==> src/rtl/ieee_pkg.sv <==
// ieee_pkg: shared single-precision constants and helpers for the custom FP
// datapath (round/pack, converter, add/sub).
//   EXP_LEN / FRAC_LEN / BIAS / EXP_INF : IEEE-754 single-precision geometry
//   ieee_t                              : {sign, exp, frac} view of a packed word
//   pack_ieee / unpack_ieee             : assemble / split a packed word
package ieee_pkg;

  localparam int EXP_LEN  = 8;
  localparam int FRAC_LEN = 23;
  localparam int BIAS     = (1 << (EXP_LEN - 1)) - 1;
  localparam int WORD_LEN = 1 + EXP_LEN + FRAC_LEN;

  localparam logic [EXP_LEN-1:0] EXP_INF = '1;

  typedef struct packed {
    logic                sign;
    logic [EXP_LEN-1:0]  exp;
    logic [FRAC_LEN-1:0] frac;
  } ieee_t;

  function automatic logic [WORD_LEN-1:0] pack_ieee(input logic                sign,
                                                    input logic [EXP_LEN-1:0]  exp,
                                                    input logic [FRAC_LEN-1:0] frac);
    return {sign, exp, frac};
  endfunction

  function automatic ieee_t unpack_ieee(input logic [WORD_LEN-1:0] word);
    return ieee_t'(word);
  endfunction

endpackage

==> src/rtl/customized_round_pack_rne_rounder.sv <==
// rne_rounder: combinational round-to-nearest-even on a kept mantissa.
//   kept_i    : fraction bits that survive truncation
//   guard_i   : first discarded bit
//   sticky_i  : OR of all remaining discarded bits
//   frac_o    : rounded fraction (all zeros when carry_o is set)
//   carry_o   : rounding overflowed the implicit leading 1 (exponent must bump)
//   inexact_o : some discarded bit was 1
module rne_rounder #(
  parameter int W = 23
) (
  input  logic [W-1:0] kept_i,
  input  logic         guard_i,
  input  logic         sticky_i,
  output logic [W-1:0] frac_o,
  output logic         carry_o,
  output logic         inexact_o
);

  logic         round_up;
  logic [W:0]   m;

  // Round up above half, or exactly at half when the kept LSB is odd (ties to even).
  assign round_up  = guard_i & (sticky_i | kept_i[0]);
  assign m         = {1'b0, kept_i} + {{W{1'b0}}, round_up};
  // On carry the low W bits of m are already zero (all-ones + 1).
  assign frac_o    = m[W-1:0];
  assign carry_o   = m[W];
  assign inexact_o = guard_i | sticky_i;

endmodule

==> src/rtl/customized_round_pack.sv <==
// customized_round_pack: two-stage round/pack of the wide multiplier product
// into an IEEE-754 single-precision word (RNE, exponent carry, overflow to
// infinity, flush-to-zero, inf/NaN pass-through).
//   clk, rst            : clock, asynchronous active-high reset
//   in_valid/in_ready   : input handshake, in_val = {sign, biased exp, fraction}
//   out_valid/out_ready : output handshake
//   ieee_val            : packed result {sign, exp, frac}
//   overflow            : result saturated to +/-inf
//   underflow           : nonzero input flushed to +/-0
//   inexact             : a discarded fraction bit was 1
//
// Handshake: a beat transfers on a rising edge where valid && ready. Valid
// never depends on ready. While out_valid && !out_ready the output word and
// flags are held. S2 loads when it is empty or being drained; S1 loads when it
// is empty or S2 loads, so in_ready is simply "S1 can load this cycle".
module customized_round_pack
  import ieee_pkg::*;
#(
  parameter int in_montissa_len  = 47,
  parameter int out_montissa_len = FRAC_LEN,
  parameter int exp_len          = EXP_LEN
) (
  input  logic                                  clk,
  input  logic                                  rst,
  input  logic                                  in_valid,
  output logic                                  in_ready,
  input  logic [exp_len+in_montissa_len:0]      in_val,
  output logic                                  out_valid,
  input  logic                                  out_ready,
  output logic [exp_len+out_montissa_len:0]     ieee_val,
  output logic                                  overflow,
  output logic                                  underflow,
  output logic                                  inexact
);

  localparam int DROP = in_montissa_len - out_montissa_len;

  // Input field split
  logic                        in_sign;
  logic [exp_len-1:0]          in_exp;
  logic [in_montissa_len-1:0]  in_frac;

  assign in_sign = in_val[exp_len+in_montissa_len];
  assign in_exp  = in_val[exp_len+in_montissa_len-1 -: exp_len];
  assign in_frac = in_val[in_montissa_len-1:0];

  // S1 (decode) registers
  logic                        s1_v_q;
  logic                        s1_sign_q;
  logic [exp_len-1:0]          s1_exp_q;
  logic [out_montissa_len-1:0] s1_kept_q;
  logic                        s1_guard_q;
  logic                        s1_sticky_q;
  logic                        s1_zero_q;
  logic                        s1_special_q;
  logic                        s1_frac_nz_q;

  // S2 (output) registers and their next values
  logic                              out_valid_q;
  logic [exp_len+out_montissa_len:0] ieee_q, ieee_d;
  logic                              ovf_q, ovf_d;
  logic                              unf_q, unf_d;
  logic                              inx_q, inx_d;

  logic s1_load, s2_load;

  assign s2_load  = !out_valid_q | out_ready;
  assign s1_load  = !s1_v_q | s2_load;
  assign in_ready = s1_load;

  // Rounding of the S1 contents
  logic [out_montissa_len-1:0] rnd_frac;
  logic                        rnd_carry;
  logic                        rnd_inexact;
  logic [exp_len:0]            e_ext;

  rne_rounder #(.W(out_montissa_len)) u_rne (
    .kept_i    (s1_kept_q),
    .guard_i   (s1_guard_q),
    .sticky_i  (s1_sticky_q),
    .frac_o    (rnd_frac),
    .carry_o   (rnd_carry),
    .inexact_o (rnd_inexact)
  );

  // One extra bit so exp=all-ones-minus-one plus carry is visible as overflow.
  assign e_ext = {1'b0, s1_exp_q} + {{exp_len{1'b0}}, rnd_carry};

  always_comb begin
    ieee_d = {s1_sign_q, e_ext[exp_len-1:0], rnd_frac};
    ovf_d  = 1'b0;
    unf_d  = 1'b0;
    inx_d  = rnd_inexact;
    if (s1_special_q) begin
      // inf/NaN from upstream: no rounding; a NaN keeps a nonzero fraction.
      ieee_d = {s1_sign_q, {exp_len{1'b1}},
                s1_kept_q | {s1_frac_nz_q, {(out_montissa_len-1){1'b0}}}};
      inx_d  = 1'b0;
    end else if (s1_zero_q) begin
      ieee_d = {s1_sign_q, {exp_len{1'b0}}, {out_montissa_len{1'b0}}};
      unf_d  = s1_frac_nz_q;
      inx_d  = 1'b0;
    end else if (e_ext >= {1'b0, {exp_len{1'b1}}}) begin
      ieee_d = {s1_sign_q, {exp_len{1'b1}}, {out_montissa_len{1'b0}}};
      ovf_d  = 1'b1;
    end
  end

  always_ff @(posedge clk or posedge rst) begin
    if (rst) begin
      s1_v_q       <= 1'b0;
      s1_sign_q    <= 1'b0;
      s1_exp_q     <= '0;
      s1_kept_q    <= '0;
      s1_guard_q   <= 1'b0;
      s1_sticky_q  <= 1'b0;
      s1_zero_q    <= 1'b0;
      s1_special_q <= 1'b0;
      s1_frac_nz_q <= 1'b0;
      out_valid_q  <= 1'b0;
      ieee_q       <= '0;
      ovf_q        <= 1'b0;
      unf_q        <= 1'b0;
      inx_q        <= 1'b0;
    end else begin
      if (s1_load) begin
        s1_v_q <= in_valid;
        if (in_valid) begin
          s1_sign_q    <= in_sign;
          s1_exp_q     <= in_exp;
          s1_kept_q    <= in_frac[in_montissa_len-1 -: out_montissa_len];
          s1_guard_q   <= in_frac[DROP-1];
          s1_sticky_q  <= |in_frac[DROP-2:0];
          s1_zero_q    <= (in_exp == '0);
          s1_special_q <= (in_exp == {exp_len{1'b1}});
          s1_frac_nz_q <= |in_frac;
        end
      end
      if (s2_load) begin
        out_valid_q <= s1_v_q;
        if (s1_v_q) begin
          ieee_q <= ieee_d;
          ovf_q  <= ovf_d;
          unf_q  <= unf_d;
          inx_q  <= inx_d;
        end
      end
    end
  end

  assign out_valid = out_valid_q;
  assign ieee_val  = ieee_q;
  assign overflow  = ovf_q;
  assign underflow = unf_q;
  assign inexact   = inx_q;

endmodule

==> config.mk <==
export PLATFORM = sky130hd
export DESIGN_NAME = customized_round_pack
export DESIGN_NICKNAME = d
export VERILOG_FILES = /design/src/rtl/ieee_pkg.sv /design/src/rtl/customized_round_pack_rne_rounder.sv /design/src/rtl/customized_round_pack.sv
export SDC_FILE = /design/constraint.sdc
export NUM_CORES = 1
export LEC_CHECK = 0
export ABC_CLOCK_PERIOD_IN_PS = 3360
export CORE_MARGIN = 3
export CORE_UTILIZATION = 51
export CTS_BUF_LIST = sky130_fd_sc_hd__clkbuf_8
export DETAILED_ROUTE_END_ITERATION = 10
export GPL_TIMING_DRIVEN = 0
export PLACE_DENSITY = 0.82
export SLEW_MARGIN = 25
export SYNTH_ARGS = -nofsm -noshare
export SYNTH_HDL_FRONTEND = slang
export SYNTH_SLANG_ARGS = --single-unit
export TNS_END_PERCENT = 50
==> constraint.sdc <==
create_clock -name clk -period 3.36 [get_ports clk]
set_input_delay 0.672 -clock clk [delete_from_list [all_inputs] [get_ports clk]]
set_output_delay 0.672 -clock clk [all_outputs]
set_load 0.01 [all_outputs]
==> results_dict.tcl, run 1 <==
set metrics [dict create \
    die_w_um 93.4 \
    drt_iter0_drc 305 \
    hold_path_class "flop to flop" \
    syn_to_final_growth_pct 37.7 \
    cp_slowest_cell "dfrtp_1" \
    htree_num_levels 3 \
    drt_wl_total_um 11400 \
    hpwl_um 8130 \
    grt_overflow 0 \
    fill_cells 542 \
    cp_top_family "compound AO/OA/AOI/OAI gates" \
    startpoint_type "flop" \
    end_kind "flop" \
    grt_first_pass_wirelength_um 17600 \
    setup_viol 0 \
    diodes 0 \
    cts_buffer_depth 2 \
    clkTransAtPathRegs_ns 0.08 \
    rsz0062_at_grt "true" \
    post-route-period-util_pct 99.9 \
    skew_ns 0.0125 \
    synth_fa_ha_area_share_pct 1.29 \
    worst_ep_arrival_time_ns 3.63 \
    core_mm2 0.00733 \
    clock.fmax_mhz 298 \
    holdWs_ns 0.484 \
    std_cell_rows 31 \
    grt_pass1_vias 3476 \
    grt_max_degree 46 \
    crit_path_max_incr_delay_ns 0.41 \
    root_buffer "clkbuf_8" \
    synth_cells 392 \
    cts_sinks 74 \
    synthFlopType "dfrtp_1" \
    antenna_found_initial 0 \
    ant_nets 0 \
    start_util_pct 53.1 \
    reg2reg_from "s1_kept_q[0]" \
    drt-wirelength-per-cell_um 18.7 \
    grtUsageTotal_pct 26.0 \
    route.vias.total 3728 \
    r2r_cells 17 \
    synthArstFlopShare_pct 100 \
    routabilityCongestion 0.888 \
    synth_xor_area_share_pct 0.900 \
    hold_path_end "ieee_val[31]" \
    outcome "complete, no violations" \
    critPathBufInv 3 \
    synth_area_per_cell_um2 9.93 \
    synth_edf_count 0 \
    yosysUniqueCellTypes 53 \
    synth-simple-area-share_pct 20.5 \
    worstSetupPathType "flop to flop" \
    hp-start "ieee_val[31]" \
    synth_seq_cells 74 \
    drc_errors 0 \
    synth_compound_area_share_pct 16.0 \
    cp_max_fo 7 \
    dp_worst_setup_slack_ns -0.0787 \
    cp_common_cell "buf_6" \
    whs_path_depth 2 \
    tritoncts.num_buffers 9 \
    syn_area_mm2 0.00389 \
    clk_latency_ns 0.35 \
    worst_pin_slew_ns 0.642 \
    finalHoldViolCount 0 \
    port_buffers 96 \
    synthMuxAreaShare_pct 9.81 \
    dr.pass1.iters 5 \
    peakVddDrop_v 0.000269 \
    dieArea_mm2 0.00871 \
    crit_cells 17 \
    setup_ws_ns 0.00317 \
    slew_violations 0 \
    rrSetupSlack_ns 0.003 \
    synth_top_family_by_area "simple AND/OR/NAND/NOR gates" \
    ioPinCount 97 \
    cp_cell_sequence "o21a_1 > ha_4 > and3_4 > and4_1 > buf_6 > nand2_4 > nor2_4 > and3_4 > ha_4 > nand4_1 > xnor2_2 > a41o_1 > buf_6 > a21oi_4 > buf_6 > o21ai_2 > a31oi_1" \
    drv_cap 0 \
    slew_headroom_pct 57.2 \
    ys_seq_area_share_pct 47.6 \
    yosys_warnings 0 \
    drive_gt1_share_pct 18.1 \
    fin_nets 574 \
    leakage_uw 0.00209 \
    required_ns 3.63 \
    min_period_ns 3.36 \
    power_density_mw_per_mm2 481 \
    synthesis.nets 456 \
    avgViaCountPerCell 6.08 \
    cts_tree "built" \
    r2r_end "ieee_val[22]" \
    die_h_um 93.4 \
]
-- worst min-delay path: cells and delay by family (launching register included) --
family,cells,cell delay [ns]
DFF,1,0.35
and+or+nand+nor,2,0.10
-- through the flow --
| stage | TNS (ns) | total power [µW] | util, % | instance area (µm²) | cells |
|---|---|---|---|---|---|
| floorplan | 0 | 1500 | - | 3890 | 392 |
| global placement | -27.00 | 1850 | 67.9 | 4980 | 587 |
| detailed placement | -0.814 | 1880 | 68.2 | 5000 | 588 |
| CTS | 0 | 2540 | 71.1 | 5220 | 607 |
| global route | -1.26 | 2700 | 73.1 | 5360 | 613 |
| finish | 0 | 2580 | 73.1 | 5360 | 613 |
-- worst max-delay path by stage --
| stage | slack [ns] | startpoint | endpoint |
|---|---|---|---|
| 4_1_cts | 0.02 | s1_kept_q[0] | ieee_val[19] |
| 3_5_place_dp | -0.08 | s1_kept_q[0] | ieee_val[11] |
| 2_1_floorplan | 0.31 | s1_kept_q[0] | ieee_val[21] |
| 3_3_place_gp | -0.37 | rst | s1_kept_q[8] |
| 6_report | 0.003 | s1_kept_q[0] | ieee_val[22] |
| 5_1_grt | -0.15 | s1_sticky_q | ieee_val[22] |
-- repair_timing --
item | in CTS | in global routing
hold endpoints to repair | 0 | 0
hold buffers | 0 | 0
setup endpoints to repair | 18 | 28
cloned | 0 | 1
pin swaps | 2 | 13
buffers inserted | 4 | 5
resized for setup | 1 | 26
-- cells in the mapped netlist, types with 3 or more instances --
cell,count,area (µm²)
a21oi_1,33,165
a22oi_1,8,60.1
a31oi_1,9,56.3
and3_1,5,31.3
and4_1,4,35.0
buf_6,3,33.8
clkbuf_1,16,60.1
dfrtp_1,74,1850
ha_1,4,50.1
inv_1,8,30.0
mux2_2,33,372
nand2_1,41,154
nand2b_1,7,43.8
nand3_1,12,60.1
nand4_1,9,56.3
nor2_1,29,109
nor3_1,14,70.1
nor4_1,14,87.6
o21ai_0,13,65.1
o22a_1,7,61.3
o31ai_1,5,37.5
-- layout by cell type, fill, tap and decap left out, types with 11 or more instances in the layout --
cell type / netlist / routed
clkdlybuf4s50_1: 0 / 96
dfrtp_1: 74 / 74
nand2_1: 41 / 40
mux2_2: 33 / 33
a21oi_1: 33 / 32
nor2_1: 29 / 28
clkbuf_1: 16 / 16
nor3_1: 14 / 14
nor4_1: 14 / 14
nand3_1: 12 / 11
-- cell families (layout without fill, tap and decap cells) --
| family | after synthesis | after routing |
|---|---|---|
| and+or+nand+nor | 151 | 151 |
| AOI/OAI and AO/OA | 94 | 94 |
| DFF | 74 | 74 |
| muxes | 34 | 34 |
| buffers and inverters | 31 | 153 |
| adders and majority gates | 4 | 4 |
| xor gates and xnor gates | 4 | 4 |
-- per-layer routing --
| metal | global-route usage, % | part of all wire (%) | vias to the layer above |
|---|---|---|---|
| met3 | 4.91 | 8.4 | 21 |
| met5 | 0 | 0 | - |
| met1 | 37.4 | 44 | 1790 |
| met2 | 39.6 | 46 | 224 |
| met4 | 8.55 | 1.6 | 0 |
| li1 | - | - | 1693 |
-- power by group --
group	switching (µW)	leakage, µW	total, µW	internal (µW)
Clock	331	0.0000986	666	335
Sequential	165	0.000861	1200	1040
Combinational	305	0.00113	706	402
-- state kept, by name, summed over array words and instances (netlist names) --
signal,count
inexact,1
ieee_val,32
s1_special_q,1
s1_sticky_q,1
s1_zero_q,1
underflow,1
overflow,1
s1_guard_q,1
s1_exp_q,8
s1_v_q,1
out_valid,1
s1_sign_q,1
s1_kept_q,23
s1_frac_nz_q,1
-- layout make-up --
cell class	instances	area [µm²]	area share (%)
multi-input cells	287	1980	36.9
flip-flops and latches	74	1850	34.5
repair buffers	107	1070	19.9
plain buffers	23	126	2.36
clock buffers	9	124	2.31
well taps	99	124	2.31
clock inverters	6	58.8	1.10
inverters	8	32.5	0.607
No activity file was read; power rests on OpenSTA's default activity.
==> run 2, diff against run 1 <==
--- a/config.mk
+++ b/config.mk
@@ -5,13 +5,15 @@
 export SDC_FILE = /design/constraint.sdc
 export NUM_CORES = 1
 export LEC_CHECK = 0
-export ABC_CLOCK_PERIOD_IN_PS = 3360
+export ABC_AREA = 1
+export ABC_CLOCK_PERIOD_IN_PS = 4300
 export CORE_MARGIN = 3
-export CORE_UTILIZATION = 51
+export CORE_UTILIZATION = 56
 export CTS_BUF_LIST = sky130_fd_sc_hd__clkbuf_8
+export CTS_CLUSTER_DIAMETER = 120
 export DETAILED_ROUTE_END_ITERATION = 10
 export GPL_TIMING_DRIVEN = 0
-export PLACE_DENSITY = 0.82
+export PLACE_DENSITY = 0.89
 export SLEW_MARGIN = 25
 export SYNTH_ARGS = -nofsm -noshare
 export SYNTH_HDL_FRONTEND = slang
==> constraint.sdc (replaced) <==
create_clock -name clk -period 4.3 [get_ports clk]
set_input_delay 0.86 -clock clk [delete_from_list [all_inputs] [get_ports clk]]
set_output_delay 0.86 -clock clk [all_outputs]
set_load 0.01 [all_outputs]
==> run 2 against run 1 <==
  * Largest cell class unchanged
  * Hold slack gained 0.014 ns
  * Highest routed layer unchanged
  * Design area grew 2.1%
  * Global-route usage grew 4.4 points
==> results_dict.tcl, run 2 <==
set metrics [dict create \
    slew_headroom_pct 51.3 \
    worst_ep_arrival_time_ns 3.83 \
    cts_sinks 74 \
    skew_ns 0.0128 \
    port_buffers 96 \
    clock.fmax_mhz 281 \
    dieArea_mm2 0.00834 \
    cts_buffer_depth 2 \
    seqPwrFrac_pct 39.1 \
    rsz0062_at_grt "false" \
    yosysUniqueCellTypes 40 \
    final_cell_mix "nand2_1, clkdlybuf4s50_1, dfrtp_1" \
    startpoint_type "flop" \
    finalHoldViolCount 0 \
    die_h_um 91.3 \
    grt_overflow 0 \
    drt_iter0_drc 302 \
    synth_top_area_share_pct 45.4 \
    syn_to_final_growth_pct 34.3 \
    synthTopCellsByCount "nand2_1, dfrtp_1, inv_1" \
    drv_cap 0 \
    hpwl_um 8900 \
    end_kind "flop" \
    htree_num_levels 3 \
    synthesis.nets 586 \
    grtUsageTotal_pct 30.4 \
    post-cts-setup-buffers 0 \
    clk_latency_ns 0.35 \
    wl_met3_um 998 \
    core_mm2 0.00691 \
    largest_register_ff_count 32 \
    syn_area_mm2 0.00408 \
    dp_worst_setup_slack_ns 0.798 \
    topRoutingLayerUsed "met4" \
    synth_seq_cells 74 \
    drive_gt1_share_pct 7.72 \
    multi_input_area_mm2 0.00191 \
    leakage_uw 0.00248 \
    root_buffer "clkbuf_8" \
    cp_max_fo 10 \
    cp_slowest_cell "dfrtp_1" \
    avgViaCountPerCell 5.69 \
    std_cell_rows 30 \
    ioPinCount 97 \
    peakVddDrop_v 0.000249 \
    synthArstFlopShare_pct 100 \
    fin_nets 694 \
    p_comb_share_pct 30.3 \
    cts_resized 0 \
    met1Wirelength_um 5060 \
    met2_length_um 5830 \
    drt-wirelength-per-cell_um 16.7 \
    grt_first_pass_wirelength_um 20000 \
    route.vias.total 4157 \
    routabilityCongestion 0.915 \
    switching_share_pct 30.9 \
    start_util_pct 59.0 \
    setup_viol 0 \
    final_common_cell "nand2_1" \
    power_density_mw_per_mm2 453 \
    tritoncts.num_buffers 9 \
    clkTransAtPathRegs_ns 0.08 \
    synthFlopType "dfrtp_1" \
    ys_seq_area_share_pct 45.4 \
    worstSetupPathType "flop to flop" \
    ctsHoldBuffers 0 \
    dr.pass1.iters 5 \
    switchingPower_uw 766 \
    slew_violations 0 \
    cp_cell_sequence "o21a_1 > ha_1 > nand3_2 > inv_1 > nand3_2 > nor2_1 > nand2_1 > inv_1 > nand4_1 > nor4_2 > ha_1 > nand3_1 > xor2_1 > nor2_1 > nand3_4 > nand2_2 > inv_2 > nand2_4 > buf_12 > o21bai_2" \
    ant_nets 0 \
    diodes 0 \
    holdWs_ns 0.498 \
    setup_ws_ns 0.746 \
    drt_wl_total_um 12200 \
    required_ns 4.58 \
    post-route-period-util_pct 82.7 \
    synth_edf_count 0 \
    die_w_um 91.3 \
    hold_path_class "flop to flop" \
    worst_pin_slew_ns 0.723 \
    cts_tree "built" \
    synth_top_area_cell "dfrtp_1" \
    fill_cells 503 \
    synth_area_leaders "dfrtp_1, nand2_1, o21ai_0" \
    antenna_found_initial 0 \
    min_period_ns 3.55 \
    internal-power_uw 1710 \
    yosys_warnings 0 \
    synth.most_common_cell "nand2_1" \
    outcome "complete, no violations" \
    crit_path_max_incr_delay_ns 0.43 \
    grt_max_degree 56 \
    clkPwrFrac_pct 30.6 \
    synth_area_per_cell_um2 7.81 \
    synth_cells 522 \
    grt_pass1_vias 4205 \
    seqCellArea_mm2 0.00185 \
    final.setup.tns_ns 0 \
    drc_errors 0 \
]
[run 2: critical path, delay by kind of cell, from the launching register on]
kind / cells / cell delay, ns
and+or+nand+nor: 11 / 1.50
buffers and inverters: 4 / 0.52
adders and majority gates: 2 / 0.45
DFF: 1 / 0.43
xor gates and xnor gates: 1 / 0.30
AOI/OAI and AO/OA: 2 / 0.27
[run 2: metrics by stage]
| step | instances | instance area (µm²) | utilization (%) | total power [µW] |
|---|---|---|---|---|
| CTS | 731 | 5470 | 79.2 | 2470 |
| finish | 731 | 5470 | 79.2 | 2480 |
| floorplan | 522 | 4080 | - | 1320 |
| global placement | 714 | 5160 | 74.7 | 1680 |
| detailed placement | 715 | 5190 | 75.1 | 1720 |
| global route | 731 | 5470 | 79.2 | 2600 |
[run 2: cells by family (layout without fill, tap and decap cells)]
| group | count (synthesis) | in the layout | share of synthesized area, % |
|---|---|---|---|
| flip-flops | 74 | 74 | 45.4 |
| XOR/XNOR | 15 | 15 | 3.22 |
| adder cells (fa/ha/maj) | 4 | 4 | 1.23 |
| AND/OR/NAND/NOR | 254 | 254 | 27.9 |
| AO/OA/AOI/OAI | 99 | 99 | 14.6 |
| buffers and inverters | 76 | 189 | 7.61 |
[run 2: path summary, 6_finish.rpt]
path / start / end / slack (ns) / depth (start not counted)
setup / recovery: s1_kept_q[0] / ieee_val[17] / 0.75 / 20
hold / removal: s1_sign_q / s1_sign_q / 0.50 / 2
setup reg to reg: s1_kept_q[0] / ieee_val[17] / 0.75 / 20
hold reg to reg: s1_sign_q / s1_sign_q / 0.50 / 2
max in group asynchronous: rst / s1_kept_q[22] / 2.92 / 3
min in group asynchronous: rst / ieee_val[23] / 0.82 / 2
[run 2: layer usage]
layer	track usage [%]	up-vias
met5	0	-
met4	11.7	0
met3	6.55	28
met2	49.8	234
met1	39.5	1968
li1	-	1927
[run 2: power by group through the flow]
stage,registers [µW],logic (µW),clock network [µW]
2_1_floorplan,1000,324,0
3_3_place_gp,969,712,0
3_5_place_dp,977,738,0
4_1_cts,965,748,759
5_1_grt,988,818,791
6_report,969,751,758
[run 2: final cells by class]
type,count,area share [%]
repair buffers,97,18.1
plain buffers,18,1.69
clock inverters,4,2.20
flip-flops and latches,74,33.8
well taps,96,2.20
clock buffers,12,3.02
inverters,58,4.02
multi-input cells,372,35.0
